[src/rtl/bram_read_arbiter.sv]
// Round-robin arbiter sharing one registered-read BRAM port among NUM_REQ burst
// requesters; returns each word on a tagged valid/ready response stream.
module bram_read_arbiter #(
    parameter int unsigned NUM_REQ   = 2,
    parameter logic [31:0] BASE_ADDR = 32'hB000_0000,
    parameter int unsigned OFFSET_W  = 16,
    parameter int unsigned LEN_W     = 8,
    localparam int unsigned ID_W     = (NUM_REQ > 1) ? $clog2(NUM_REQ) : 1
) (
    input  logic                         clk,
    input  logic                         reset,
    input  logic [NUM_REQ-1:0]           req_valid,
    output logic [NUM_REQ-1:0]           req_ready,
    input  logic [NUM_REQ*OFFSET_W-1:0]  req_offset,
    input  logic [NUM_REQ*LEN_W-1:0]     req_len,
    output logic [31:0]                  bram_address,
    output logic                         bram_enable,
    input  logic [31:0]                  bram_data_in,
    output logic                         rsp_valid,
    input  logic                         rsp_ready,
    output logic [31:0]                  rsp_data,
    output logic [ID_W-1:0]              rsp_id,
    output logic                         rsp_last,
    output logic                         busy
);

    typedef enum logic [1:0] {IDLE, ISSUE, LATCH, RESP} state_t;

    state_t              state, state_next;
    logic [ID_W-1:0]     rr_last, grant_id, id_q;
    logic                grant_any;
    logic [OFFSET_W-1:0] grant_off, off_q, word_idx;
    logic [LEN_W-1:0]    grant_len, len_q, beat;

    // First pending requester after the last one served, wrapping around.
    always_comb begin
        int unsigned cand;
        cand      = 0;
        grant_any = 1'b0;
        grant_id  = '0;
        for (int unsigned k = 1; k <= NUM_REQ; k++) begin
            cand = (32'(rr_last) + k) % NUM_REQ;
            if (!grant_any && req_valid[cand]) begin
                grant_any = 1'b1;
                grant_id  = ID_W'(cand);
            end
        end
    end

    assign grant_off = req_offset[32'(grant_id)*OFFSET_W +: OFFSET_W];
    assign grant_len = req_len[32'(grant_id)*LEN_W +: LEN_W];

    always_ff @(posedge clk) begin
        if (reset) state <= IDLE;
        else       state <= state_next;
    end

    always_comb begin
        state_next  = state;
        req_ready   = '0;
        bram_enable = 1'b0;
        case (state)
            IDLE: begin
                if (grant_any && !reset) begin
                    req_ready[grant_id] = 1'b1;
                    if (grant_len != '0) state_next = ISSUE;
                end
            end
            ISSUE: begin
                bram_enable = 1'b1;
                state_next  = LATCH;
            end
            LATCH: state_next = RESP;
            RESP: begin
                if (rsp_ready) state_next = rsp_last ? IDLE : ISSUE;
            end
            default: state_next = IDLE;
        endcase
    end

    // Word index wraps within the offset width before being scaled to bytes.
    assign word_idx     = off_q + OFFSET_W'(beat);
    assign bram_address = (state == ISSUE || state == LATCH) ?
                          BASE_ADDR + (32'(word_idx) << 2) : '0;
    assign rsp_valid    = (state == RESP);
    assign busy         = (state != IDLE);

    always_ff @(posedge clk) begin
        if (reset) begin
            rr_last  <= ID_W'(NUM_REQ - 1);
            beat     <= '0;
            off_q    <= '0;
            len_q    <= '0;
            id_q     <= '0;
            rsp_data <= '0;
            rsp_last <= 1'b0;
            rsp_id   <= '0;
        end else begin
            case (state)
                IDLE: begin
                    if (grant_any) begin
                        rr_last <= grant_id;
                        beat    <= '0;
                        off_q   <= grant_off;
                        len_q   <= grant_len;
                        id_q    <= grant_id;
                    end
                end
                LATCH: begin
                    rsp_data <= bram_data_in;
                    rsp_last <= (beat == len_q - LEN_W'(1));
                    rsp_id   <= id_q;
                end
                RESP: begin
                    if (rsp_ready && !rsp_last) beat <= beat + LEN_W'(1);
                end
                default: ;
            endcase
        end
    end

endmodule
[config.mk]
export PLATFORM = sky130hd
export DESIGN_NAME = bram_read_arbiter
export DESIGN_NICKNAME = d
export VERILOG_FILES = /design/src/rtl/bram_read_arbiter.sv
export SDC_FILE = /design/constraint.sdc
export NUM_CORES = 1
export LEC_CHECK = 0
export CORE_MARGIN = 4
export CORE_UTILIZATION = 29
export DETAILED_ROUTE_END_ITERATION = 10
export PLACE_DENSITY_LB_ADDON = 0.15
export SYNTH_ARGS = -nofsm -noshare
export SYNTH_HDL_FRONTEND = slang
export SYNTH_SLANG_ARGS = --single-unit
[constraint.sdc]
create_clock -name clk -period 4.7 [get_ports clk]
set_input_delay 1.175 -clock clk [delete_from_list [all_inputs] [get_ports clk]]
set_output_delay 1.175 -clock clk [all_outputs]
set_load 0.03 [all_outputs]
==> results_tabular.tex <==
\begin{tabular}{lr}
\hline
Metric & Value \\
\hline
\multicolumn{2}{l}{\textbf{Status}} \\
\quad Run status & finished, final reports clean \\
\multicolumn{2}{l}{\textbf{Clock tree}} \\
\quad Clock slew seen by the registers of the worst setup and hold paths & 60 ps \\
\quad Number of buffers added to fix hold violations after cts & 0 \\
\quad Clock Sink Count & 70 \\
\quad CTS H-tree lvls & 3 \\
\quad CTS Root Buffer Type & clkbuf\_16 \\
\quad Post-CTS setup buffer count & 0 \\
\quad Number of buffers inserted during clock tree synthesis & 9 \\
\quad Post-cts repair resize count & 0 \\
\quad Clock latency on the worst-skew pair & approximately 340 ps \\
\quad TritonCTS clock tree & yes \\
\quad Maximum buffer depth of the clock tree & 2 \\
\multicolumn{2}{l}{\textbf{Critical path}} \\
\quad Critical path arrival & 3230 ps \\
\quad Launching point of the worst reg2reg path & state[1] \\
\quad R2R Path End & beat[6] \\
\quad Critical Path, Cell by Cell & ha\_1 -> inv\_1 -> fa\_1 -> nor2b\_1 -> o21ai\_1 -> a21oi\_1 -> o311ai\_0 -> o41ai\_1 -> clkdlybuf4s50\_1 \\
\quad Kind of launch point of the worst setup path & flip-flop \\
\quad Required time of the critical path & around 3500 ps \\
\quad Delay of the slowest cell on the worst path & 730 ps \\
\quad Kind of capture point of the worst setup path & output port \\
\quad Slowest cell on the critical path & clkdlybuf4s50\_1 \\
\quad Number of cells on the worst reg-to-reg path & 6 \\
\quad Critical path class & flip-flop to output port \\
\quad Biggest fanout along the worst timing path & 8 \\
\quad Total stage count of the critical path & 9 \\
\quad Cell family with most CP delay & compound AO/OA/AOI/OAI gates \\
\quad Flop2flop setup slack & 2320 ps \\
\quad Buf/Inv on CP & 2 \\
\multicolumn{2}{l}{\textbf{Layout}} \\
\quad Most common cell after layout, fill and taps aside & clkdlybuf4s50\_1 \\
\quad Signed area change from the synthesized netlist to the final layout & 45.78\% \\
\quad Antenna diode count & 0 \\
\quad Final layout net count & 687 \\
\quad Share of layout cells above drive strength 1 & 4.561\% \\
\quad Number of inserted filler cells in the final layout & around 1,300 \\
\quad Leading cell types in the layout, fill and taps excluded & 141 x clkdlybuf4s50\_1, 74 x nor2\_1, 70 x dfxtp\_1 \\
\quad Final instance area & 5841 sq um \\
\multicolumn{2}{l}{\textbf{GRT}} \\
\quad Number of global-route vias before repair & between 3,000 and 4,000 \\
\quad Pin count of the biggest net entering global routing & 63 \\
\quad Wire length of the first global-routing pass & 18,830 um \\
\quad Number of antenna violations at the first check in global routing & 0 \\
\quad Total gr overflow & 0 \\
\quad Overall routing resource usage & 14.69\% \\
\multicolumn{2}{l}{\textbf{Power}} \\
\quad Switching component of the power & around 1.3 mW \\
\quad Switching portion of total power & 40.95\% \\
\quad Proportion of power drawn by the clock network & 24.0\% \\
\quad Part of the power in combinational logic & 49.2\% \\
\quad Share of power burned in registers & between 20\% and 30\% \\
\quad Largest vdd supply drop & around 0.00031 V \\
\quad Static leakage power & 2.220 nW \\
\quad Power per Cell Area & 538.1 nW/um\^{}2 \\
\quad Internal power component & 1.856 mW \\
\multicolumn{2}{l}{\textbf{STA}} \\
\quad Count of endpoints failing hold in the final timing report & 0 \\
\quad Ratio of final minimum period to clock period & 93.69\% \\
\quad Fmax achieved & 227.1 MHz \\
\quad Final critical path time including I/O delays and setup & 4404 ps \\
\quad Pin slew with the least headroom to its limit & 1079 ps \\
\quad Max-slew violation total from the final report & 0 \\
\quad Number of setup violations in the final report & 0 \\
\quad Worst slew margin relative to its limit & 28.06\% \\
\quad Unrepaired setup endpoints after global routing & false \\
\quad Setup slack of the critical path after layout & 296.5 ps \\
\quad Setup TNS & 0 ps \\
\quad Post-route clock skew & 6.409 ps \\
\multicolumn{2}{l}{\textbf{Placed design}} \\
\quad Dpl hpwl & between 8000 and 9000 um \\
\quad Placer Congestion & 0.8038 \\
\quad PortBufs & 142 \\
\quad Cell area after placement & 5509 sq um \\
\quad Setup Slack @ Placement & around 660 ps \\
\multicolumn{2}{l}{\textbf{Route}} \\
\quad Detailed-routing iteration count for the pre-antenna-repair pass & 5 \\
\quad Aggregate routed wire length & 11,680 um \\
\quad Via/cell ratio & slightly below 5 \\
\quad Detailed-route wire length per cell & approximately 15 um \\
\quad Starting DRC count in detailed routing & 130 \\
\quad Number of remaining DRC errors & 0 \\
\quad Remaining antenna violation count & 0 \\
\quad Vias & 3,693 \\
\multicolumn{2}{l}{\textbf{Synthesis}} \\
\quad Number of library cell types mapped by synthesis & 56 \\
\quad Synth top area share & between 30\% and 40\% \\
\quad Netlist area before placement & 4006 sq um \\
\quad Share of flip-flops with an asynchronous set or reset & 0\% \\
\quad Library cell occupying the most area in the post-synthesis netlist & dfxtp\_1 \\
\quad Number of enable-type register cells in the synthesized netlist & 0 \\
\quad Post-synth top flop & dfxtp\_1 \\
\quad Synthesized area per cell & around 8.7 sq um \\
\quad Ranking of synthesized cells by area & dfxtp\_1 35\%, mux2i\_1 15\%, nor2\_1 7.0\% \\
\quad Share of synthesized area occupied by flip-flops and latches & 34.98\% \\
\quad Flop and latch count out of synthesis & 70 \\
\quad Warnings from Yosys & 0 \\
\quad Number of instances in the synthesized netlist & 461 \\
\multicolumn{2}{l}{\textbf{Die}} \\
\quad Horiz. Die Dim & 125.5 um \\
\quad Std-Cell Rows & between 40 and 50 \\
\quad Die H & 125.5 um \\
\quad Full die area & 15,760 sq um \\
\quad Count of pins on the block boundary & between 150 and 200 \\
\quad Core Footprint & 13,400 sq um \\
\quad Starting Density & 29.90\% \\
\multicolumn{2}{l}{\textbf{Min path}} \\
\quad Hold Path Depth & 2 \\
\quad Hold-critical path endpoint & rsp\_data[6] \\
\quad Hold Crit Class & flip-flop to flip-flop \\
\quad Hold path startpoint & rsp\_data[6] \\
\multicolumn{2}{l}{\textbf{Run}} \\
\quad Max\_cap viols & 0 \\
\hline
\end{tabular}
-- power groups by stage --
| stage | combinational, mW | sequential (mW) | clock [mW] |
|---|---|---|---|
| 2_1_floorplan | 1.01 | 0.909 | 0 |
| 3_5_place_dp | 1.56 | 0.855 | 0 |
| 6_report | 1.55 | 0.843 | 0.754 |
| 3_3_place_gp | 1.55 | 0.851 | 0 |
| 5_1_grt | 1.70 | 0.862 | 0.801 |
| 4_1_cts | 1.57 | 0.844 | 0.775 |
-- routing by layer --
metal / share of wire, % / global-route usage, %
met1: 45 / 18.12
met2: 48 / 24.20
met3: 5.8 / 4.009
met4: 2.0 / 5.995
met5: 0 / 0
-- final cells by class --
class                           instances  area, sq um  area share (%)
Inverter                               12        45.04          0.7712
Tap cell                              176        220.2           3.770
Timing Repair Buffer                  146         1446           24.76
Sequential cell                        70         1401           23.99
Clock buffer                            9        225.2           3.856
Multi-Input combinational cell        348         2396           41.02
Clock inverter                          7        106.4           1.821
-- cells in the mapped netlist (4+ instances only) --
cell type and number:
a211oi_1 26, nand3_1 10, inv_1 12, buf_2 7
dfxtp_1 70, or4_1 4, xor2_1 12, buf_4 16
nand4_1 11, xnor2_1 10, o21ai_0 10, ha_1 14
clkbuf_1 18, a21o_1 4, nor4_1 7, and3_1 8
nor2_1 75, nand2b_1 4, nor2b_1 5, nand2_1 19
mux2i_1 60, and2_1 5, a21oi_1 10
-- worst max-delay path by stage --
| stage | start | end |
|---|---|---|
| 2_1_floorplan | state[1] | bram_address[10] |
| 3_3_place_gp | beat[0] | bram_address[10] |
| 3_5_place_dp | beat[0] | bram_address[10] |
| 4_1_cts | beat[0] | bram_address[10] |
| 5_1_grt | beat[0] | bram_address[10] |
| 6_report | beat[0] | bram_address[10] |
-- registers in the layout (all words and copies together), names as in the netlist --
| name | count |
|---|---|
| rsp_data | 32 |
| off_q | 16 |
| beat | 8 |
| len_q | 8 |
| state | 2 |
| id_q | 1 |
| rr_last | 1 |
| rsp_id | 1 |
| rsp_last | 1 |
-- worst reg2reg max path, stage by stage (launching register included) --
cell and delay, ps:
dfxtp_1 430, inv_1 90, ha_1 600, a221oi_2 680
nand4_1 230, xor2_1 170, nor2_1 50
-- metrics by stage --
stage / hold slack, ps / total power [mW] / util (%) / std cells
after floorplan: 460.7 / 1.915 / - / 473
after global placement: 474.9 / 2.398 / 41.11 / 752
after detailed placement: 485.8 / 2.414 / 41.11 / 752
after CTS: 500.6 / 3.185 / 43.59 / 768
after global routing: 521.6 / 3.363 / 43.59 / 768
final: 491.4 / 3.143 / 43.59 / 768
-- cell families after synthesis --
logic type	after synthesis	share of synthesized area, %
muxes	60	14.99
AOI/OAI and AO/OA	75	13.27
and+or+nand+nor	162	19.71
buffers and inverters	55	6.871
adders and majority gates	15	4.872
xor gates and xnor gates	23	5.215
DFF	70	34.98
other	1	0.09360
(Power assumes the default switching activity.)
